===== config.mk =====
export PLATFORM = sky130hd
export DESIGN_NAME = fx_requant_stream
export DESIGN_NICKNAME = d
export VERILOG_FILES = /design/src/rtl/fx_requant_stream_pkg.sv /design/src/rtl/fx_round_stage.sv /design/src/rtl/fx_requant_stream.sv
export SDC_FILE = /design/constraint.sdc
export NUM_CORES = 1
export LEC_CHECK = 0
export ABC_AREA = 1
export CORE_MARGIN = 5
export CORE_UTILIZATION = 30
export CTS_CLUSTER_DIAMETER = 200
export DETAILED_ROUTE_END_ITERATION = 10
export DONT_BUFFER_PORTS = 1
export PLACE_DENSITY_LB_ADDON = 0.12
export SYNTH_ARGS = -nofsm -noshare
export SYNTH_HDL_FRONTEND = slang
export SYNTH_SLANG_ARGS = --single-unit

===== constraint.sdc =====
create_clock -name clk -period 4.05 [get_ports clk]
set_input_delay 0.405 -clock clk [delete_from_list [all_inputs] [get_ports clk]]
set_output_delay 0.405 -clock clk [all_outputs]
set_load 0.02 [all_outputs]

===== src/rtl/fx_requant_stream_pkg.sv =====
// Shared fixed-point definitions: mode encodings plus width and range-limit helpers
// used by the requantization pipeline.
package fx_requant_stream_pkg;

    typedef enum logic [1:0] {
        RND_FLOOR      = 2'd0,
        RND_HALF_UP    = 2'd1,
        RND_CONVERGENT = 2'd2,
        RND_TO_ZERO    = 2'd3
    } rndMode_e;

    typedef enum logic {
        OVF_WRAP = 1'b0,
        OVF_SAT  = 1'b1
    } ovfMode_e;

    function automatic int maxOf(input int a, input int b);
        return (a > b) ? a : b;
    endfunction

    // Quantized width before range limiting; the extra bit absorbs the rounding carry.
    function automatic int midWidth(input int inW, input int inFrac, input int outFrac);
        return inW - maxOf(inFrac - outFrac, 0) + maxOf(outFrac - inFrac, 0) + 1;
    endfunction

    function automatic longint outMax(input int outW);
        return (longint'(1) << (outW - 1)) - 1;
    endfunction

    function automatic longint outMin(input int outW);
        return -(longint'(1) << (outW - 1));
    endfunction

endpackage


===== src/rtl/fx_round_stage.sv =====
// First pipeline stage: rescales the input to the output fraction using the
// per-sample rounding mode and registers the result with its overflow mode.
module fx_round_stage
    import fx_requant_stream_pkg::*;
#(
    parameter int IN_W     = 13,
    parameter int IN_FRAC  = 8,
    parameter int OUT_FRAC = 4,
    parameter int MID_W    = midWidth(IN_W, IN_FRAC, OUT_FRAC)
) (
    input  logic             clk,
    input  logic             rst,
    input  logic             valid_i,
    output logic             ready_o,
    input  logic [IN_W-1:0]  data_i,
    input  logic [1:0]       rnd_i,
    input  logic             sat_i,
    input  logic             advance_i,
    output logic             valid_o,
    output logic [MID_W-1:0] data_o,
    output logic             sat_o
);

    localparam int D = IN_FRAC - OUT_FRAC;

    logic [MID_W-1:0] quant;
    logic             valid_q, valid_d;
    logic [MID_W-1:0] data_q, data_d;
    logic             sat_q, sat_d;
    logic             load;

    generate
        if (D > 0) begin : gDrop
            localparam logic [IN_W:0] ONE      = (IN_W + 1)'(1);
            localparam logic [IN_W:0] HALF     = ONE << (D - 1);
            localparam logic [IN_W:0] LSB_MASK = (ONE << D) - ONE;

            logic [IN_W:0] extData;
            logic [IN_W:0] bias;
            logic [IN_W:0] sum;
            logic          unusedLowBits;

            // Every mode is a bias added before a floor shift; convergent biases by
            // half-minus-one plus the kept LSB so exact halves land on an even result.
            always_comb begin
                extData = {data_i[IN_W-1], data_i};
                bias    = '0;
                case (rndMode_e'(rnd_i))
                    RND_FLOOR:      bias = '0;
                    RND_HALF_UP:    bias = HALF;
                    RND_CONVERGENT: bias = HALF - ONE + (IN_W + 1)'(data_i[D]);
                    RND_TO_ZERO:    bias = data_i[IN_W-1] ? LSB_MASK : '0;
                    default:        bias = '0;
                endcase
                sum = extData + bias;
            end

            assign quant         = sum[IN_W:D];
            assign unusedLowBits = ^sum[D-1:0];
        end else begin : gShift
            localparam int SH = -D;
            assign quant = MID_W'(signed'(data_i)) << SH;
        end
    endgenerate

    assign ready_o = !valid_q || advance_i;
    assign load    = valid_i && ready_o;

    always_comb begin
        valid_d = valid_q;
        data_d  = data_q;
        sat_d   = sat_q;
        if (load) begin
            valid_d = 1'b1;
            data_d  = quant;
            sat_d   = sat_i;
        end else if (advance_i) begin
            valid_d = 1'b0;
        end
    end

    always_ff @(posedge clk) begin
        if (rst) begin
            valid_q <= 1'b0;
            data_q  <= '0;
            sat_q   <= 1'b0;
        end else begin
            valid_q <= valid_d;
            data_q  <= data_d;
            sat_q   <= sat_d;
        end
    end

    assign valid_o = valid_q;
    assign data_o  = data_q;
    assign sat_o   = sat_q;

endmodule


===== src/rtl/fx_requant_stream.sv =====
// Two-stage streaming requantizer: rounding stage, then range limiting into the
// output register, with saturating positive/negative overflow event counters.
module fx_requant_stream
    import fx_requant_stream_pkg::*;
#(
    parameter int IN_W     = 13,
    parameter int IN_FRAC  = 8,
    parameter int OUT_W    = 8,
    parameter int OUT_FRAC = 4,
    parameter int CNT_W    = 16
) (
    input  logic             clk,
    input  logic             rst,
    input  logic             i_valid,
    output logic             i_ready,
    input  logic [IN_W-1:0]  i_data,
    input  logic [1:0]       i_rnd,
    input  logic             i_sat,
    output logic             o_valid,
    input  logic             o_ready,
    output logic [OUT_W-1:0] o_data,
    output logic             o_ovf,
    input  logic             cnt_clr,
    output logic [CNT_W-1:0] ovf_pos_cnt,
    output logic [CNT_W-1:0] ovf_neg_cnt
);

    localparam int MID_W = midWidth(IN_W, IN_FRAC, OUT_FRAC);
    localparam int EXT_W = maxOf(MID_W, OUT_W) + 1;

    localparam logic signed [EXT_W-1:0] OUT_MAX = EXT_W'(outMax(OUT_W));
    localparam logic signed [EXT_W-1:0] OUT_MIN = EXT_W'(outMin(OUT_W));

    logic             s1Valid;
    logic [MID_W-1:0] s1Data;
    logic             s1Sat;
    logic             s2Load;

    logic signed [EXT_W-1:0] wide;
    logic                    isOvf;
    logic [OUT_W-1:0]        limited;

    logic             s2Valid_q, s2Valid_d;
    logic [OUT_W-1:0] oData_q, oData_d;
    logic             oOvf_q, oOvf_d;
    logic             oNeg_q, oNeg_d;
    logic [CNT_W-1:0] posCnt_q, posCnt_d;
    logic [CNT_W-1:0] negCnt_q, negCnt_d;
    logic             ovfEvent;

    assign s2Load = !s2Valid_q || o_ready;

    fx_round_stage #(
        .IN_W     (IN_W),
        .IN_FRAC  (IN_FRAC),
        .OUT_FRAC (OUT_FRAC),
        .MID_W    (MID_W)
    ) u_round (
        .clk       (clk),
        .rst       (rst),
        .valid_i   (i_valid),
        .ready_o   (i_ready),
        .data_i    (i_data),
        .rnd_i     (i_rnd),
        .sat_i     (i_sat),
        .advance_i (s2Load),
        .valid_o   (s1Valid),
        .data_o    (s1Data),
        .sat_o     (s1Sat)
    );

    // Overflow is judged on the full-width quantized value so it is reported in both modes.
    always_comb begin
        wide    = EXT_W'(signed'(s1Data));
        isOvf   = (wide > OUT_MAX) || (wide < OUT_MIN);
        limited = wide[OUT_W-1:0];
        if (isOvf && (ovfMode_e'(s1Sat) == OVF_SAT)) begin
            limited = wide[EXT_W-1] ? OUT_MIN[OUT_W-1:0] : OUT_MAX[OUT_W-1:0];
        end
    end

    always_comb begin
        s2Valid_d = s2Valid_q;
        oData_d   = oData_q;
        oOvf_d    = oOvf_q;
        oNeg_d    = oNeg_q;
        if (s2Load) begin
            s2Valid_d = s1Valid;
            if (s1Valid) begin
                oData_d = limited;
                oOvf_d  = isOvf;
                oNeg_d  = wide[EXT_W-1];
            end
        end
    end

    assign ovfEvent = s2Valid_q && o_ready && oOvf_q;

    // Clear takes priority over a same-cycle event; counts stick at all-ones.
    always_comb begin
        posCnt_d = posCnt_q;
        negCnt_d = negCnt_q;
        if (cnt_clr) begin
            posCnt_d = '0;
            negCnt_d = '0;
        end else if (ovfEvent) begin
            if (!oNeg_q && (posCnt_q != '1)) posCnt_d = posCnt_q + 1'b1;
            if (oNeg_q && (negCnt_q != '1))  negCnt_d = negCnt_q + 1'b1;
        end
    end

    always_ff @(posedge clk) begin
        if (rst) begin
            s2Valid_q <= 1'b0;
            oData_q   <= '0;
            oOvf_q    <= 1'b0;
            oNeg_q    <= 1'b0;
            posCnt_q  <= '0;
            negCnt_q  <= '0;
        end else begin
            s2Valid_q <= s2Valid_d;
            oData_q   <= oData_d;
            oOvf_q    <= oOvf_d;
            oNeg_q    <= oNeg_d;
            posCnt_q  <= posCnt_d;
            negCnt_q  <= negCnt_d;
        end
    end

    assign o_valid     = s2Valid_q;
    assign o_data      = oData_q;
    assign o_ovf       = oOvf_q;
    assign ovf_pos_cnt = posCnt_q;
    assign ovf_neg_cnt = negCnt_q;

endmodule


Word-level counts from Yosys, hierarchy flattened:

Index checks and enable logic that the tools add are counted.

* register bits after elaboration: 55
* logic and storage cells: 44

* $add $sub $neg: 4
* magnitude comparators: 2
* equality and inequality tests: 5
* mux-type cells: 6
* reductions and logical operators: 18

Operators by type and width (number)
* $pmux W14 S4: 1
* $add A16 B1 Y16 const B: 2
* $ne A16 B16 Y1 const B: 2
* $mux W8: 2
* $add A14 B14 Y14: 1
* $gt A10 B8 Y1 const B: 1
* $lt A10 B8 Y1 const B: 1
* $logic_and A1 B1 Y1: 6
* $reduce_and A2 Y1: 3
* $add A3 B1 Y4 const A: 1
* $eq A2 B2 Y1 const B: 2
* $mux W4: 1
* $logic_not A1 Y1: 3
* $logic_or A1 B1 Y1: 3
* $eq A2 B1 Y1 const B: 1
* $logic_not A2 Y1: 1
* $mux W1: 2
* $reduce_bool A2 Y1: 1
* $reduce_or A2 Y1: 1

Longest topological paths before layout:

* depth after elaboration: 5
* gate-level depth with buffers: 16

Modules after synthesis:

Synthesis repeated with hierarchy kept, for this count alone.

* cell total of the unflattened synthesis: 508
* area, all modules: 3203.1 µm²

Modules (own cells, without submodules)
* fx_requant_stream: instances 1, cells an instance 366, area each 2334.7 µm², sequential area each 860.8 µm²
* fx_round_stage: instances 1, cells an instance 142, area each 868.3 µm², sequential area each 240.2 µm²

Worst setup path before layout:

Ideal clock, no wire load.

* kind: input -> register
* from: in i_rnd[0]
* to: reg u_round.data_q[4] (netlist: u_round.data_o[4])
* arrival time: 1.652 ns
* slack: 2.289 ns
* stages: 13
* buffers on the path: 0
* cells stage by stage: inv_1 > nand3_1 > nand2_1 > ha_1 > nand2_1 > nor2_1 > nand3_1 > nand2_1 > nand3_1 > nand2_1 > nand3_1 > nand2_1 > inv_1

* cells in the longest elaborated chain, start to end: 3

Ends and longest elaborated chain
* from (decl): RTL line fx_requant_stream.sv:17 `input logic [1:0] i_rnd,`
* $eq A2 B2 Y1 (tied with other cells): RTL line fx_round_stage.sv:48 `case (rndMode_e'(rnd_i))`
* $pmux W14 S4 *: RTL line fx_round_stage.sv:48
* $add A14 B14 Y14 *: RTL line fx_round_stage.sv:55 `sum = extData + bias;`
* to (signal assigned): RTL line fx_round_stage.sv:89 `data_q <= data_d;`
* to (decl): RTL line fx_round_stage.sv:28 `logic [MID_W-1:0] data_q, data_d;`

Every way passes the cells marked *; elsewhere a longest branch is shown, timed or not. The select of a mux whose other input is x is not followed.
A chain may end at the register's enable or synchronous reset.

Final worst setup path:

* from: reg negCnt_q[0] (netlist: ovf_neg_cnt[0])
* to: reg negCnt_q[5] (netlist: ovf_neg_cnt[5])

* cells in the longest elaborated chain, start to end: 3

Ends and longest elaborated chain
* from (decl): RTL line fx_requant_stream.sv:48 `logic [CNT_W-1:0] negCnt_q, negCnt_d;`
* from (signal assigned): RTL line fx_requant_stream.sv:126 `negCnt_q <= negCnt_d;`
* parallel branches: the longest is 3 deep, another holds $add A16 B1 Y16

Parallel ways; which one is timed is not known.

==> impl_metrics.toml <==
[layout]
utilization = 0.3278
final_cells = 623
area_growth_pct = 7.754
drive_gt1_frac = 0.04517
antenna_cells = 0
nets = 512
fillers = 1173

[cts]
cts_max_path_buffers = 2
htreeDepth = 2
numCtsBuffers = 5
cts_hold_buf = 0
post_cts_resized = 0
cts_tree = "done"
cts.sinks = 55
post_cts_buffers = 0
insertion_delay_ps = 300
clk_transition_reported_paths_ps = 100
clockRootBuffer = "clkbuf_8"

[sta]
rsz0062_at_grt = "false"
relSlewSlack = 0.3962
worstMarginPinSlew_ps = 904.7
slew_violations = 0
skew_ps = 7.163
period_minus_slack_ps = 2216
hold-worst-slack_ps = 164.2
setup_violations = 0
finalSetupTns_ps = 0
fmax_ghz = 0.4513
hold_viol = 0
finalCritPeriodShare = 0.5471

[setup_path]
critical_path_arrival_ps = 2450
crit_top_cell = "nand3_1"
reg2reg_slack_ps = 1830
worst_setup_path_end_kind = "flip-flop"
cp_max_fo = 15
worstPathCellList = "ha_1 -> nand3_1 -> nor2_2 -> nand4_1 -> nand2_2 -> inv_2 -> nand3_1 -> nand2_1 -> a21oi_1"
start_kind = "flip-flop"
r2r-end = "ovf_neg_cnt[5]"
max_stage_delay_ps = 570
critPathTopFamily = "simple AND/OR/NAND/NOR gates"
reg2reg_from = "ovf_neg_cnt[0]"
worst_ep_required_time_ps = 4290
critPathKind = "flip-flop to flip-flop"
critPathBufInv = 1
cp_slowest_cell = "dfxtp_1"
rr_worst_depth = 9

[yosys]
ys_seq_area_frac = 0.3554
synth_edf_count = 0
syn_inst = 487
async_reset_ff_frac = 0
yosys_warnings = 0
syn_avg_cell_area_um2 = 6.361
synth-seq-cells = 55
synthFlopType = "dfxtp_1"
synth_cell_types = 28
synthesis.nets = 513
synthesis.area_mm2 = 0.003098

[drt]
viasPerCell = 4.706
wirelength_um = 8112
ant_nets = 0
drtIter0Drc = 147
drc = 0
drtPass1Iterations = 4
wl_per_cell_um = 13.02
vias = 2932

[worst_hold_path]
hold_end = "oNeg_q"
hold_path_class = "input port to flip-flop"
holdPathStages = 1
holdCritStartpoint = "rst"

[pwr]
p_leak_nw = 1.350
vdd_drop_max_mv = 0.1595
power.total_w = 0.001041
cellPowerDensity_mw_per_mm2 = 311.9

[floorplan]
core-area_mm2 = 0.01018
start_util = 0.3042
die_h_um = 111.6
dieArea_mm2 = 0.01246
die_x_um = 111.6
row_count = 37
pin_count = 64

[global_route]
grt_pass1_vias = 2740
grt_usage = 0.1301
grt_overflow_total = 0
antenna_found_initial = 0
grt_max_degree = 24
grt_pass1_wl_um = 13650

[status]
status = "complete, no violations"

[place]
dp.cells = 615
detailed_place_hpwl_um = 6160
gp_congestion = 0.8053
place.port_buffers = 0

[flow_run]
max_cap_violations = 0
==> cell families (layout without fill, tap and decap cells) <==
family                   Yosys count  count (layout)  share of synthesized area
adder cells (fa/ha/maj)            5               5                    0.02019
AO/OA/AOI/OAI                     71              71                     0.1268
buffers and inverters             68              68                    0.08804
AND/OR/NAND/NOR                  273             273                     0.3671
flip-flops                        55              55                     0.3554
XOR/XNOR                          15              15                    0.04241
==> synth_stat cells, types with 8 or more instances <==
library cell,number,area (um2)
o21ai_0,20,100.1
a21oi_1,40,200.2
xor2_1,10,87.58
nand2_1,149,559.3
nand3_1,34,170.2
nor3_1,14,70.07
dfxtp_1,55,1101
nand4_1,8,50.05
nor2_1,61,229.0
inv_1,57,214.0
==> stage by stage <==
step / instance area [um2] / worst slack (ps)
finish: 3338 / 1834
global route: 3338 / 1638
CTS: 3338 / 1805
detailed placement: 3221 / 1825
global placement: 3221 / 1881
floorplan: 3098 / 2289
==> worst reg2reg max path, delay by kind of cell, from the launching register on <==
kind                       cells  cell delay (ps)
AOI/OAI and AO/OA              1              130
DFF                            1              570
and+or+nand+nor                6              950
buffers and inverters          1              190
adders and majority gates      1              320
==> placed cells by master (no fill, tap or decap), drive strengths merged <==
master and n:
a21o 2, a21oi 45, bufinv 1, clkbuf 6
clkinv 1, dfxtp 55, ha 5, inv 60
nand2 150, nand3 35, nand3b 1, nand4 8
nor2 63, nor3 15, o211ai 1, o21ai 23
or2 1, xnor2 5, xor2 10
==> layout make-up <==
class                   count  area [um2]  area share
clock inverters             2       35.03     0.01049
inverters                  60       225.2     0.06747
multi-input cells         364        1724      0.5165
well taps                 136       170.2     0.05097
flip-flops and latches     55        1101      0.3298
clock buffers               6       82.58     0.02474
==> where the power goes <==
part,switching [W],internal (W)
registers,0.0000197,0.000557
logic,0.0000556,0.0000285
clock network,0.000180,0.000200
total,0.000255,0.000786
==> registers in the layout, summed over array words and instances (netlist names) <==
register	count
oNeg_q	1
o_data	8
o_ovf	1
o_valid	1
ovf_neg_cnt	16
ovf_pos_cnt	16
u_round.data_o	10
u_round.sat_o	1
u_round.valid_o	1
==> per-layer routing <==
metal / share of wire / GRT usage / up-vias
met4: 0.0089 / 0.02839 / 0
met1: 0.47 / 0.1708 / 1305
met2: 0.45 / 0.2094 / 63
met5: 0 / 0 / -
li1: - / - / 1559
met3: 0.069 / 0.04185 / 5
==> worst max path at each step <==
| stage | start | end | slack, ps | cells past startpoint |
|---|---|---|---|---|
| floorplan | i_rnd[0] | u_round.data_o[4] | 2290 | 13 |
| global placement | ovf_neg_cnt[0] | ovf_neg_cnt[10] | 1880 | 8 |
| detailed placement | ovf_neg_cnt[0] | ovf_neg_cnt[10] | 1830 | 8 |
| CTS | ovf_neg_cnt[0] | ovf_neg_cnt[5] | 1800 | 9 |
| global route | ovf_neg_cnt[0] | ovf_neg_cnt[10] | 1640 | 8 |
| finish | ovf_neg_cnt[0] | ovf_neg_cnt[5] | 1830 | 9 |
Power figures use the tool's default switching activity.
==> RTL edit, RTL diff (same flow settings) <==
Make the reset (`rst`) asynchronous in 2 clocked blocks.
--- a/src/rtl/fx_round_stage.sv
+++ b/src/rtl/fx_round_stage.sv
@@ -81,3 +81,3 @@
 
-    always_ff @(posedge clk) begin
+    always_ff @(posedge clk or posedge rst) begin
         if (rst) begin
--- a/src/rtl/fx_requant_stream.sv
+++ b/src/rtl/fx_requant_stream.sv
@@ -111,3 +111,3 @@
 
-    always_ff @(posedge clk) begin
+    always_ff @(posedge clk or posedge rst) begin
         if (rst) begin
Behaviour: differs if rst is asserted again (counterexample within 4 cycles, from zero or initial values and one cycle with rst high); with rst held inactive, the same outputs for 10 cycles.
==> RTL edit against the unedited design <==
- count of clock-buffer cells in the layout unchanged
- wire length increased by 8.2%
- sequential share of layout area increased by 5.4 points
- die area rose by 7.4%
- clock skew rose by 0.0062 ns
- global-route usage rose by 0.62 points
- cell area rose by 7.5%
- synthesized area is 8.1% higher
- sequential cell count did not move
- worst setup slack gained 0.083 ns
- synthesized cell count shrank 6.2%
Power is not compared: it rests on default switching activity, and its combinational part moved more than twofold at a synthesized area within 25%.
==> RTL edit: results (changes against the unedited design) <==
stage	metric	value	unit	change
outcome	status	completed		unchanged
grt	grt_pass1_vias	2969		was 2740
sta	tightestPinTransition	0.733	ns	was 0.905 ns
place	hpwl	6570	microns	was 6160 microns
route	wl_per_cell	14.7	microns	was 13.0 microns
route	routed_wl	8780	microns	was 8110 microns
clock_network	clock_latency	0.31	ns	
logic_synthesis	synth.area.top_cells	dfrtp_1, nand2_1, nand3_1		was dfxtp_1, nand2_1, nor2_1
grt	met2_usage	24.0	%	was 20.9%
route	top_layer	met4		unchanged
sta	skew	0.0133	ns	was 0.00716 ns
route	route.met3.wl	581	microns	was 556 microns
route	dr_wl_met2	4330	microns	was 3690 microns
sta	hold_ws	0.145	ns	was 0.164 ns
grt	grt_usage	13.6	%	was 13.0%
logic_synthesis	ys_seq_area_share	41.1	%	was 35.5%
route	wl_met1	3770	microns	was 3800 microns
critical_path	cp_top_family	compound AO/OA/AOI/OAI gates		was simple AND/OR/NAND/NOR gates
logic_synthesis	synthArstFlopShare	100	%	was 0%
place	dp.cells	590		was 615
place	gp_congestion	0.792		was 0.805
route	vias_per_cell	4.82		was 4.71
finish	fillers	1182		was 1173
clock_network	htree_num_levels	2		unchanged
logic_synthesis	yosys_most_used_dff	dfrtp_1		was dfxtp_1
grt	grt_pass1_wl	14600	microns	was 13600 microns
critical_path	crit_fanout	16		was 15
finish	fin_nets	483		was 512
logic_synthesis	avgSynthCellArea	7.33	sq um	was 6.36 sq um
clock_network	cts_max_path_buffers	2		unchanged
clock_network	post-cts-setup-buffers	0		unchanged
critical_path	arrival	2.35	ns	was 2.45 ns
logic_synthesis	syn_nets	483		was 513
power_and_ir_drop	ir_drop	229	uV	
logic_synthesis	synth_cell_types	32		was 28
critical_path	critPathSlowestCell	o21ai_2		was dfxtp_1
grt	grt_use_met1	16.0	%	was 17.1%
sta	fmax	469	MHz	was 451 MHz
grt	grtUsageMet3	4.80	%	was 4.18%
clock_network	cts.clk_slew.worst_paths	0.10	ns	about the same
clock_network	cts_root_buf	clkbuf_8		unchanged
critical_path	ff2ff_setup_slack	1.92	ns	was 1.83 ns
finish	drive_above_1_share	8.32	%	was 4.52%
place	place_area	3480	sq um	was 3220 sq um
logic_synthesis	synth_common_cells	nand2_1, dfrtp_1, nor2_1		was nand2_1, nor2_1, inv_1
finish	areaGrowthSynthToFinish	7.10	%	was 7.75%
grt	grt_max_degree	56		was 24
route	drt_iter0_markers	175		was 147
critical_path	cpPeakStageDelay	0.54	ns	was 0.57 ns
## RTL edit: changes by cell type in the layout (fill, tap and decap cells not counted), sizes merged, moves of 2 or more
cell,delta
dfrtp,+55
dfxtp,-55
a21oi,-34
nand3,+13
nand2,-12
inv,-11
nand4,+10
nor2,-4
o31ai,+4
xor2,+4
nor3,-3
or2,+2
## RTL edit: power by group through the flow
stage	clock, mW	combinational (mW)	sequential, mW
after detailed placement	0	0.189	0.724
after floorplan	0	0.154	0.704
final	0.361	0.184	0.708
after global placement	0	0.185	0.724
after global routing	0.402	0.218	0.721
after CTS	0.382	0.190	0.713
## RTL edit: worst paths after layout
kind / start / endpoint / depth (start not counted)
max: ovf_pos_cnt[0] / ovf_pos_cnt[5] / 9
min: cnt_clr / ovf_neg_cnt[0] / 1
max reg2reg: ovf_pos_cnt[0] / ovf_pos_cnt[5] / 9
min reg2reg: u_round.data_o[4] / u_round.data_o[4] / 2
max in group asynchronous: rst / u_round.valid_o / 2
min in group asynchronous: rst / ovf_pos_cnt[8] / 2
## RTL edit: final cells by class
cell class              count  share of cell area, %
well taps                 140                   4.88
clock inverters             1                  0.837
inverters                  49                   5.13
multi-input cells         345                   48.6
clock buffers               6                   2.02
flip-flops and latches     55                   38.4
repair buffers              1                  0.209
## RTL edit: cells by family (layout without fill, tap and decap cells)
group | after synthesis | in the layout | synth area share (%)
AND/OR/NAND/NOR | 279 | 279 | 37.5
buffers and inverters | 57 | 57 | 6.91
flip-flops | 55 | 55 | 41.1
adder cells (fa/ha/maj) | 5 | 5 | 1.87
AO/OA/AOI/OAI | 43 | 43 | 7.92
XOR/XNOR | 18 | 18 | 4.71
